===== config.mk =====
export PLATFORM = sky130hd
export DESIGN_NAME = rr_req_arbiter_flat
export DESIGN_NICKNAME = d
export VERILOG_FILES = /design/src/rtl/rr_req_arbiter_if.sv /design/src/rtl/rr_req_arbiter.sv /design/src/flat_wrapper.sv
export SDC_FILE = /design/constraint.sdc
export NUM_CORES = 1
export LEC_CHECK = 0
export ABC_AREA = 1
export BUFFER_PORTS_ARGS = -buffer_cell sky130_fd_sc_hd__buf_2
export CORE_MARGIN = 5
export CORE_UTILIZATION = 55
export CTS_CLUSTER_DIAMETER = 60
export DETAILED_ROUTE_END_ITERATION = 7
export PLACE_DENSITY = 0.78
export SLEW_MARGIN = 25
export SYNTH_ARGS = -nofsm -noshare
export SYNTH_HDL_FRONTEND = slang
export SYNTH_SLANG_ARGS = --single-unit
export TNS_END_PERCENT = 100

===== constraint.sdc =====
create_clock -name clk -period 2.3 [get_ports clk]
set_input_delay 0.23 -clock clk [delete_from_list [all_inputs] [get_ports clk]]
set_output_delay 0.23 -clock clk [all_outputs]
set_load 0.01 [all_outputs]

===== src/rtl/rr_req_arbiter_if.sv =====
`default_nettype none
// +----------------------------------------------------------------------+
// | Module   : rr_req_arbiter_if                                         |
// | Brief    : request/grant bundle between requesters and the arbiter   |
// | Revision : 1.0                                                       |
// +----------------------------------------------------------------------+
interface rr_req_arbiter_if #(
    parameter int N_REQ = 4
);
    localparam int IDX_W = (N_REQ > 1) ? $clog2(N_REQ) : 1;

    logic [N_REQ-1:0] req;
    logic [N_REQ-1:0] gnt;
    logic [IDX_W-1:0] gnt_idx;
    logic             gnt_vld;
    logic [IDX_W-1:0] rr_ptr;

    modport master (output req, input gnt, gnt_idx, gnt_vld, rr_ptr);
    modport slave  (input req, output gnt, gnt_idx, gnt_vld, rr_ptr);
endinterface
`default_nettype wire


===== src/rtl/rr_req_arbiter.sv =====
`default_nettype none
// +----------------------------------------------------------------------+
// | Module   : rr_req_arbiter                                            |
// | Brief    : registered round-robin arbiter, grant held while owner    |
// |            requests; RR_ARB_HOLD_LIMIT_EN adds forced rotation.      |
// | Revision : 1.0                                                       |
// +----------------------------------------------------------------------+
module rr_req_arbiter #(
    parameter int N_REQ    = 4,
    parameter int MAX_HOLD = 16
) (
    input  wire logic            clk,
    input  wire logic            rst_n,
    rr_req_arbiter_if.slave      bus
);
    localparam int IDX_W = (N_REQ > 1) ? $clog2(N_REQ) : 1;

    localparam logic [0:0]       c_IDLE = 1'b0;
    localparam logic [0:0]       c_OWN  = 1'b1;
    localparam logic [IDX_W-1:0] c_LAST = IDX_W'(N_REQ - 1);

    if ((N_REQ < 1) || (MAX_HOLD < 2)) begin : g_param_check
        $error("rr_req_arbiter: N_REQ must be >= 1 and MAX_HOLD >= 2");
    end

    // Circular priority encode: rotate so 'start' lands on bit 0, take the
    // lowest set bit, then map back to the absolute index.
    function automatic logic [IDX_W-1:0] f_winner(
        input logic [N_REQ-1:0] mask,
        input logic [IDX_W-1:0] start
    );
        logic [N_REQ-1:0] rot;
        logic [N_REQ-1:0] tmp;
        int               pos;
        int               sum;
        rot = N_REQ'({mask, mask} >> start);
        pos = 0;
        for (int k = N_REQ - 1; k >= 0; k--) begin
            tmp = rot >> k;
            if (tmp[0]) pos = k;
        end
        sum = int'(start) + pos;
        if (sum >= N_REQ) sum = sum - N_REQ;
        return IDX_W'(sum);
    endfunction

    logic [0:0]       r_state;
    logic [N_REQ-1:0] r_gnt;
    logic [IDX_W-1:0] r_gnt_idx;
    logic             r_gnt_vld;
    logic [IDX_W-1:0] r_rr_ptr;

    logic [0:0]       w_state_nxt;
    logic [N_REQ-1:0] w_gnt_nxt;
    logic [IDX_W-1:0] w_idx_nxt;
    logic             w_vld_nxt;
    logic [IDX_W-1:0] w_ptr_nxt;
    logic [N_REQ-1:0] w_other;
    logic             w_own_req;
    logic [IDX_W-1:0] w_next_ptr;
    logic [IDX_W-1:0] w_win;
    logic             w_force;
    logic             w_rotate;

`ifdef RR_ARB_HOLD_LIMIT_EN
    localparam int                HOLD_W     = $clog2(MAX_HOLD);
    localparam logic [HOLD_W-1:0] c_HOLD_TOP = HOLD_W'(MAX_HOLD - 1);

    logic [HOLD_W-1:0] r_hold;
    logic [HOLD_W-1:0] w_hold_nxt;

    assign w_force = w_own_req && (r_hold == c_HOLD_TOP) && (|w_other);

    always_comb begin
        w_hold_nxt = '0;
        if ((r_state == c_OWN) && !w_rotate) begin
            w_hold_nxt = (r_hold == c_HOLD_TOP) ? r_hold : r_hold + 1'b1;
        end
    end

    always_ff @(posedge clk or negedge rst_n) begin
        if (!rst_n) r_hold <= '0;
        else        r_hold <= w_hold_nxt;
    end
`else
    assign w_force = 1'b0;
`endif

    // r_gnt is the one-hot of r_gnt_idx whenever it is nonzero, so it doubles
    // as the owner mask.
    assign w_other    = bus.req & ~r_gnt;
    assign w_own_req  = |(bus.req & r_gnt);
    assign w_next_ptr = (r_gnt_idx == c_LAST) ? '0 : r_gnt_idx + 1'b1;
    assign w_rotate   = (r_state == c_OWN) && (!w_own_req || w_force);

    always_comb begin
        w_state_nxt = r_state;
        w_gnt_nxt   = r_gnt;
        w_idx_nxt   = r_gnt_idx;
        w_vld_nxt   = r_gnt_vld;
        w_ptr_nxt   = r_rr_ptr;
        w_win       = '0;
        case (r_state)
            c_IDLE: begin
                if (|bus.req) begin
                    w_win       = f_winner(bus.req, r_rr_ptr);
                    w_gnt_nxt   = N_REQ'(1) << w_win;
                    w_idx_nxt   = w_win;
                    w_vld_nxt   = 1'b1;
                    w_state_nxt = c_OWN;
                end
            end
            c_OWN: begin
                if (w_rotate) begin
                    w_ptr_nxt = w_next_ptr;
                    if (|w_other) begin
                        w_win     = f_winner(w_other, w_next_ptr);
                        w_gnt_nxt = N_REQ'(1) << w_win;
                        w_idx_nxt = w_win;
                    end else begin
                        w_gnt_nxt   = '0;
                        w_vld_nxt   = 1'b0;
                        w_state_nxt = c_IDLE;
                    end
                end
            end
            default: begin
                w_gnt_nxt   = '0;
                w_vld_nxt   = 1'b0;
                w_state_nxt = c_IDLE;
            end
        endcase
    end

    always_ff @(posedge clk or negedge rst_n) begin
        if (!rst_n) begin
            r_state   <= c_IDLE;
            r_gnt     <= '0;
            r_gnt_idx <= '0;
            r_gnt_vld <= 1'b0;
            r_rr_ptr  <= '0;
        end else begin
            r_state   <= w_state_nxt;
            r_gnt     <= w_gnt_nxt;
            r_gnt_idx <= w_idx_nxt;
            r_gnt_vld <= w_vld_nxt;
            r_rr_ptr  <= w_ptr_nxt;
        end
    end

    assign bus.gnt     = r_gnt;
    assign bus.gnt_idx = r_gnt_idx;
    assign bus.gnt_vld = r_gnt_vld;
    assign bus.rr_ptr  = r_rr_ptr;
endmodule
`default_nettype wire


===== src/flat_wrapper.sv =====
// flat-port wrapper written by rule: the top's interface ports become plain ports
module rr_req_arbiter_flat 
#(
    parameter int N_REQ    = 4,
    parameter int MAX_HOLD = 16
)
  (clk, rst_n, bus_req, bus_gnt, bus_gnt_idx, bus_gnt_vld, bus_rr_ptr);
  rr_req_arbiter_if #(.N_REQ(N_REQ)) bus_i ();
  input  wire logic clk;
  input  wire logic rst_n;
  input wire logic [$bits(bus_i.req)-1:0] bus_req;
  output wire logic [$bits(bus_i.gnt)-1:0] bus_gnt;
  output wire logic [$bits(bus_i.gnt_idx)-1:0] bus_gnt_idx;
  output wire logic [$bits(bus_i.gnt_vld)-1:0] bus_gnt_vld;
  output wire logic [$bits(bus_i.rr_ptr)-1:0] bus_rr_ptr;
  assign bus_i.req = bus_req;
  assign bus_gnt = bus_i.gnt;
  assign bus_gnt_idx = bus_i.gnt_idx;
  assign bus_gnt_vld = bus_i.gnt_vld;
  assign bus_rr_ptr = bus_i.rr_ptr;
  rr_req_arbiter #(.N_REQ(N_REQ), .MAX_HOLD(MAX_HOLD)) u_core (.clk(clk), .rst_n(rst_n), .bus(bus_i));
endmodule

# After elaboration in Yosys (flattened, before gate mapping)
# Index checks and enable logic that the tools add are counted.
word_totals:
  inputBits: 6
  regBits: 10
  word_cells: 71
op_classes:
  magnitude_cmp: 2
  shifts: 4
  n_eq_ne: 5
  addsub: 5
  n_bitwise: 4
  reduce_logical: 9
  muxes: 37
ops:
  columns: ["cell", "count"]
  rows:
  - ["$mux W32", 5]
  - ["$add A3 B32 Y32", 2]
  - ["$ge A32 B4 Y1 const B", 2]
  - ["$mux W2", 19]
  - ["$shr A8 B2 Y4", 2]
  - ["$mux W4", 3]
  - ["$reduce_or A4 Y1", 3]
  - ["$and A4 B4 Y4", 2]
  - ["$pmux W4 S2", 1]
  - ["$shl A1 B2 Y4 const A", 2]
  - ["$mux W1", 6]
  - ["$ne A2 B2 Y1 const B", 3]
  - ["$reduce_and A3 Y1", 2]
  - ["$not A4 Y4", 1]
  - ["$pmux W1 S2", 2]
  - ["$pmux W2 S2", 1]
  - ["$reduce_and A2 Y1", 2]
  - ["$sub A2 B1 Y2 const B", 2]
  - ["$add A2 B1 Y2 const B", 1]
  - ["$eq A2 B2 Y1 const B", 1]
  - ["$ne A2 B1 Y1 const B", 1]
  - ["$logic_and A1 B1 Y1", 1]
  - ["$logic_not A1 Y1", 1]
  - ["$not A1 Y1", 1]

# Logic depth before layout (Yosys ltp)
depth:
  word_depth: 20
  ltp_mapped: 16
  mapped_depth_nobuf: 16

# Worst setup path after synthesis
# Ideal clock, no wire load.
synth_path:
  path_kind: "register to register"
  startpoint: "register u_core.r_gnt_idx[0] (netlist: u_core.bus.gnt_idx[0])"
  endpoint: "register u_core.r_gnt_idx[1] (netlist: u_core.bus.gnt_idx[1])"
  path_buffers: 0
  stages_incl_launch_ff: 13
  arrival_ps: 2054
  required_time_ps: 2182
  path_slack_ps: 128
  setup_ps: 118
  path_cell_list: "dfrtp_1 ha_1 inv_1 nand3_1 nand2_2 a31oi_1 nor2_1 ha_1 xor2_1 nand3b_4 nand3_1 nand3b_1 nand2_1"
synth_via:
  elab_chain_len: 19
  word_cells_on_any_way: 21
  cone_classes: "add/sub (3); order compare (1); eq/ne (1); shift (1); mux (15)"
synth_rtl:
  columns: ["item", "line_no", "source"]
  rows:
  - ["start, declared", "rr_req_arbiter.sv:49", "logic [IDX_W-1:0] r_gnt_idx;"]
  - ["start signal, assigned", "rr_req_arbiter.sv:145", "r_gnt_idx <= w_idx_nxt;"]
  - ["$add A2 B1 Y2 or $eq A2 B2 Y1 (tied branches)", "rr_req_arbiter.sv:93", "assign w_next_ptr = (r_gnt_idx == c_LAST) ? '0 : r_gnt_idx + 1'b1;"]
  - ["$mux W2 (*)", "rr_req_arbiter.sv:93", null]
  - ["via u_core.w_next_ptr[1]", "rr_req_arbiter.sv:60", "logic [IDX_W-1:0] w_next_ptr;"]
  - ["$shr A8 B2 Y4", "rr_req_arbiter.sv:36", "rot = N_REQ'({mask, mask} >> start);"]
  - ["$mux W2 (4 in series)", "rr_req_arbiter.sv:40", "if (tmp[0]) pos = k;"]
  - ["$mux W32", "rr_req_arbiter.sv:116", "if (|w_other) begin"]
  - ["$mux W32", "rr_req_arbiter.sv:114", "if (w_rotate) begin"]
  - ["$mux W32", "rr_req_arbiter.sv:103", "case (r_state)"]
  - ["$add A3 B32 Y32 (*)", "rr_req_arbiter.sv:42", "sum = int'(start) + pos;"]
  - ["$ge A32 B4 Y1 or $sub A2 B1 Y2 (tied branches)", "rr_req_arbiter.sv:43", "if (sum >= N_REQ) sum = sum - N_REQ;"]
  - ["$mux W2 (*)", "rr_req_arbiter.sv:43", null]
  - ["$mux W2 (*)", "rr_req_arbiter.sv:116", null]
  - ["$mux W2 (*)", "rr_req_arbiter.sv:114", null]
  - ["$mux W2 (*)", "rr_req_arbiter.sv:103", null]
  - ["$mux W2 (*)", "rr_req_arbiter.sv:116", null]
  - ["$mux W2 (*)", "rr_req_arbiter.sv:114", null]
  - ["$pmux W2 S2 (*)", "rr_req_arbiter.sv:103", null]
# Mark *: on every way through the listed nets, which the timed path passes. The rest lies on a longest branch. The select of a mux whose other input is x is not followed.
# A chain may end at the register's enable or synchronous reset.

# Worst setup path after layout
layout_path:
  startpoint: "register u_core.r_gnt_idx[1] (netlist: u_core.bus.gnt_idx[1])"
  endpoint: "register u_core.r_gnt[0] (netlist: u_core.bus.gnt[0])"
layout_via:
  elab_chain_len: 20
  word_cells_on_any_way: 22
  cone_classes: "add/sub (3); order compare (1); eq/ne (1); shift (2); mux (15)"
layout_rtl:
  columns: ["item", "line_no", "source"]
  rows:
  - ["$eq A2 B2 Y1 (*)", "rr_req_arbiter.sv:93", null]
  - ["$mux W2 (*)", "rr_req_arbiter.sv:93", null]
  - ["via u_core.w_next_ptr[0]", "rr_req_arbiter.sv:60", null]
  - ["$shr A8 B2 Y4", "rr_req_arbiter.sv:36", null]
  - ["$mux W2 (4 in series)", "rr_req_arbiter.sv:40", null]
  - ["$mux W32", "rr_req_arbiter.sv:116", null]
  - ["$mux W32", "rr_req_arbiter.sv:114", null]
  - ["$mux W32", "rr_req_arbiter.sv:103", null]
  - ["[2 not listed]", null, null]
  - ["$mux W2 (*)", "rr_req_arbiter.sv:43", null]
  - ["$mux W2 (*)", "rr_req_arbiter.sv:116", null]
  - ["$mux W2 (*)", "rr_req_arbiter.sv:114", null]
  - ["$mux W2 (*)", "rr_req_arbiter.sv:103", null]
  - ["$shl A1 B2 Y4 (*)", "rr_req_arbiter.sv:118", "w_gnt_nxt = N_REQ'(1) << w_win;"]
  - ["$mux W4 (*)", "rr_req_arbiter.sv:116", null]
  - ["$mux W4 (*)", "rr_req_arbiter.sv:114", null]
  - ["$pmux W4 S2 (*)", "rr_req_arbiter.sv:103", null]
  - ["end signal, assigned", "rr_req_arbiter.sv:144", "r_gnt <= w_gnt_nxt;"]
  - ["end, declared", "rr_req_arbiter.sv:48", "logic [N_REQ-1:0] r_gnt;"]
# Marks and branches as above.

==> out/metrics.csv <==
stage;metric;value;unit
run_status;status;finished clean;
placement;gp_congestion;0.880;
global_route;grt_usage;20.1;%
placement;dp_hpwl;1910;um
floorplanning;initial_utilization;57.0;%
routing;ant_nets;0;
global_route;grt_pass1_vias;956;
critical_path;worst_ep_required_time;2.47;ns
sta;relSlewSlack;81.4;%
sta;tightestPinTransition;0.277;ns
clock_tree;cts_tree;done;
layout;fillCellCount;155;
sta;timing.fmax;459;MHz
placement;port_buffers;14;
synthesis;synth_top_cell_by_area;dfrtp_1;
synthesis;synth_common_cells;58 x nand2_1, 18 x nand3_1, 16 x inv_1;
clock_tree;clock_sinks;10;
routing;vias;1071;
clock_tree;root_buffer;clkbuf_4;
sta;finalCriticalPeriod;2.18;ns
synthesis;yosysUniqueCellTypes;25;
floorplanning;die-area;2690;um2
routing;avgViaCountPerCell;5.61;
critical_path;end_kind;register;
global_route;grt_util_met3;3.44;%
sta;rsz0062_at_grt;no;
global_route;overflow;0;
global_route;grt_max_degree;11;
synthesis;postSynthAreaPerCell;6.26;um2
floorplanning;pin_count;15;
clock_tree;htree_levels;1;
synthesis;synth_seq_cells;10;
global_route;antenna_found_initial;0;
routing;first_pass_iters;4;
sta;slew_violations;0;
synthesis;synth_area_leaders;dfrtp_1 26%, nand2_1 23%, nand3_1 9.4%;
min_path;worstHoldPathType;in -> reg;
clock_tree;cts_buffers;3;
sta;setup_violations;0;
clock_tree;cts_buffer_depth;2;
synthesis;syn-num-nets;163;
critical_path;critPathLaunchType;register;
sta;period_share;94.7;%
critical_path;arrival;2.35;ns
floorplanning;core-area;1690;um2
clock_tree;cts.clk_slew.worst_paths;0.07;ns
routing;routedWlPerCell;13.0;um
routing;finalWirelength;2480;um
synthesis;synth_edf_count;0;
global_route;grt_pass1_wl;4050;um
critical_path;crit_fanout;5;
floorplanning;die_w;51.9;um
global_route;globalRoute.busiestLayer;met2;
floorplanning;die_h;51.9;um
synthesis;ys_warn_count;0;
synthesis;synth-async-reset-ratio;100;%
global_route;use_met1;25.5;%
routing;drt_iter0_drc;37;
floorplanning;rows;15;
sta;tns;0;ns
synthesis;post-synth-top-count-cell;nand2_1;
synthesis;syn_inst;154;
sta;skew;0.00149;ns
global_route;met2_usage;34.1;%
sta;hold_violations;0;
synthesis;synth_flop_cell;dfrtp_1;
critical_path;crit_type;reg -> reg;
layout;drive_above_1_share;26.4;%
layout;synthToLayoutAreaGrowth;18.1;%
clock_tree;insertion_delay;0.28;ns
layout;n_antenna_cell;0;
layout;layout.nets;184;
flow_run;maxCapViolations;0;
synthesis;synth_top_area_share;26.0;%
synthesis;synth_area;963;um2
routing;drc;0;
synthesis;seq_area_frac_synth;26.0;%
-- logic make-up after synthesis --
kind of cell | Yosys count | synth area share [%]
AND/OR/NAND/NOR | 103 | 50.9
buffers and inverters | 22 | 8.70
AO/OA/AOI/OAI | 14 | 8.70
flip-flops | 10 | 26.0
adder cells (fa/ha/maj) | 3 | 3.90
XOR/XNOR | 2 | 1.82
-- worst max-delay path: stages (launching register included) --
cell,delay [ns]
dfrtp_1,0.42
ha_4,0.19
nor2_4,0.14
nand2_1,0.09
nand3_1,0.10
nand2_2,0.08
a31oi_1,0.14
nor2_1,0.06
ha_1,0.21
xor2_2,0.19
nand3b_4,0.18
nand3_1,0.10
nand2_1,0.06
nand2_1,0.06
nand2_1,0.05
-- per-stage QoR --
step	instance area (um2)	setup WS (ns)	util [%]	cells	hold WS (ns)
after floorplan	963	0.128	-	154	-0.0656
after global placement	1060	0.195	62.8	185	0.102
after detailed placement	1060	0.136	62.8	185	0.115
after CTS	1110	0.110	65.6	190	0.283
after global routing	1140	0.0143	67.3	191	0.305
final	1140	0.122	67.3	191	0.295
-- cell type report --
class | instances | area, um2 | area share, %
Tap cell | 17 | 21.3 | 1.87
Multi-Input combinational cell | 122 | 649 | 57.1
Timing Repair Buffer | 18 | 103 | 9.02
Sequential cell | 10 | 253 | 22.2
Clock buffer | 4 | 36.3 | 3.19
Inverter | 20 | 75.1 | 6.60
-- final timing paths --
| kind | end | start | slack, ns | depth (start not counted) |
|---|---|---|---|---|
| worst max register to register | u_core.bus.gnt[0] | u_core.bus.gnt_idx[1] | 0.12 | 14 |
| worst min-delay path | u_core.r_state | bus_req[0] | 0.30 | 3 |
| min in group asynchronous | u_core.bus.rr_ptr[1] | rst_n | 0.35 | 2 |
| worst min register to register | u_core.bus.gnt_vld | u_core.bus.gnt_vld | 0.53 | 2 |
| max in group asynchronous | u_core.bus.rr_ptr[0] | rst_n | 1.73 | 2 |
| worst max-delay path | u_core.bus.gnt[0] | u_core.bus.gnt_idx[1] | 0.12 | 14 |
-- repair_timing --
action | 4_1_cts | 5_1_grt
gates resized for setup | 0 | 6
setup buffers | 0 | 1
hold buffers | 1 | 0
setup endpoints to repair | 0 | 5
hold endpoints to repair | 10 | 0
-- placed cells by master (no fill, tap or decap), types with 3 or more instances in the layout --
master / n
nand2_1: 58
inv_1: 15
buf_4: 3
buf_2: 14
dfrtp_1: 8
clkbuf_4: 3
a21oi_1: 3
nor2_1: 8
o21ai_0: 3
nand2_2: 10
inv_2: 4
nand3_1: 18
-- flip-flops by register name, indices dropped and copies added, names as in the netlist --
signal,cells
u_core.bus.gnt,4
u_core.r_state,1
u_core.bus.rr_ptr,2
u_core.bus.gnt_vld,1
u_core.bus.gnt_idx,2
-- metal layers --
layer  part of all wire (%)  vias up
met3                    4.3        9
met4                    2.3        0
met1                     43      496
met2                     50       33
li1                       -      533
met5                      0        -
Power is not shown: default switching activity piles up to over one toggle a cycle in this logic, so the estimate is an artifact.
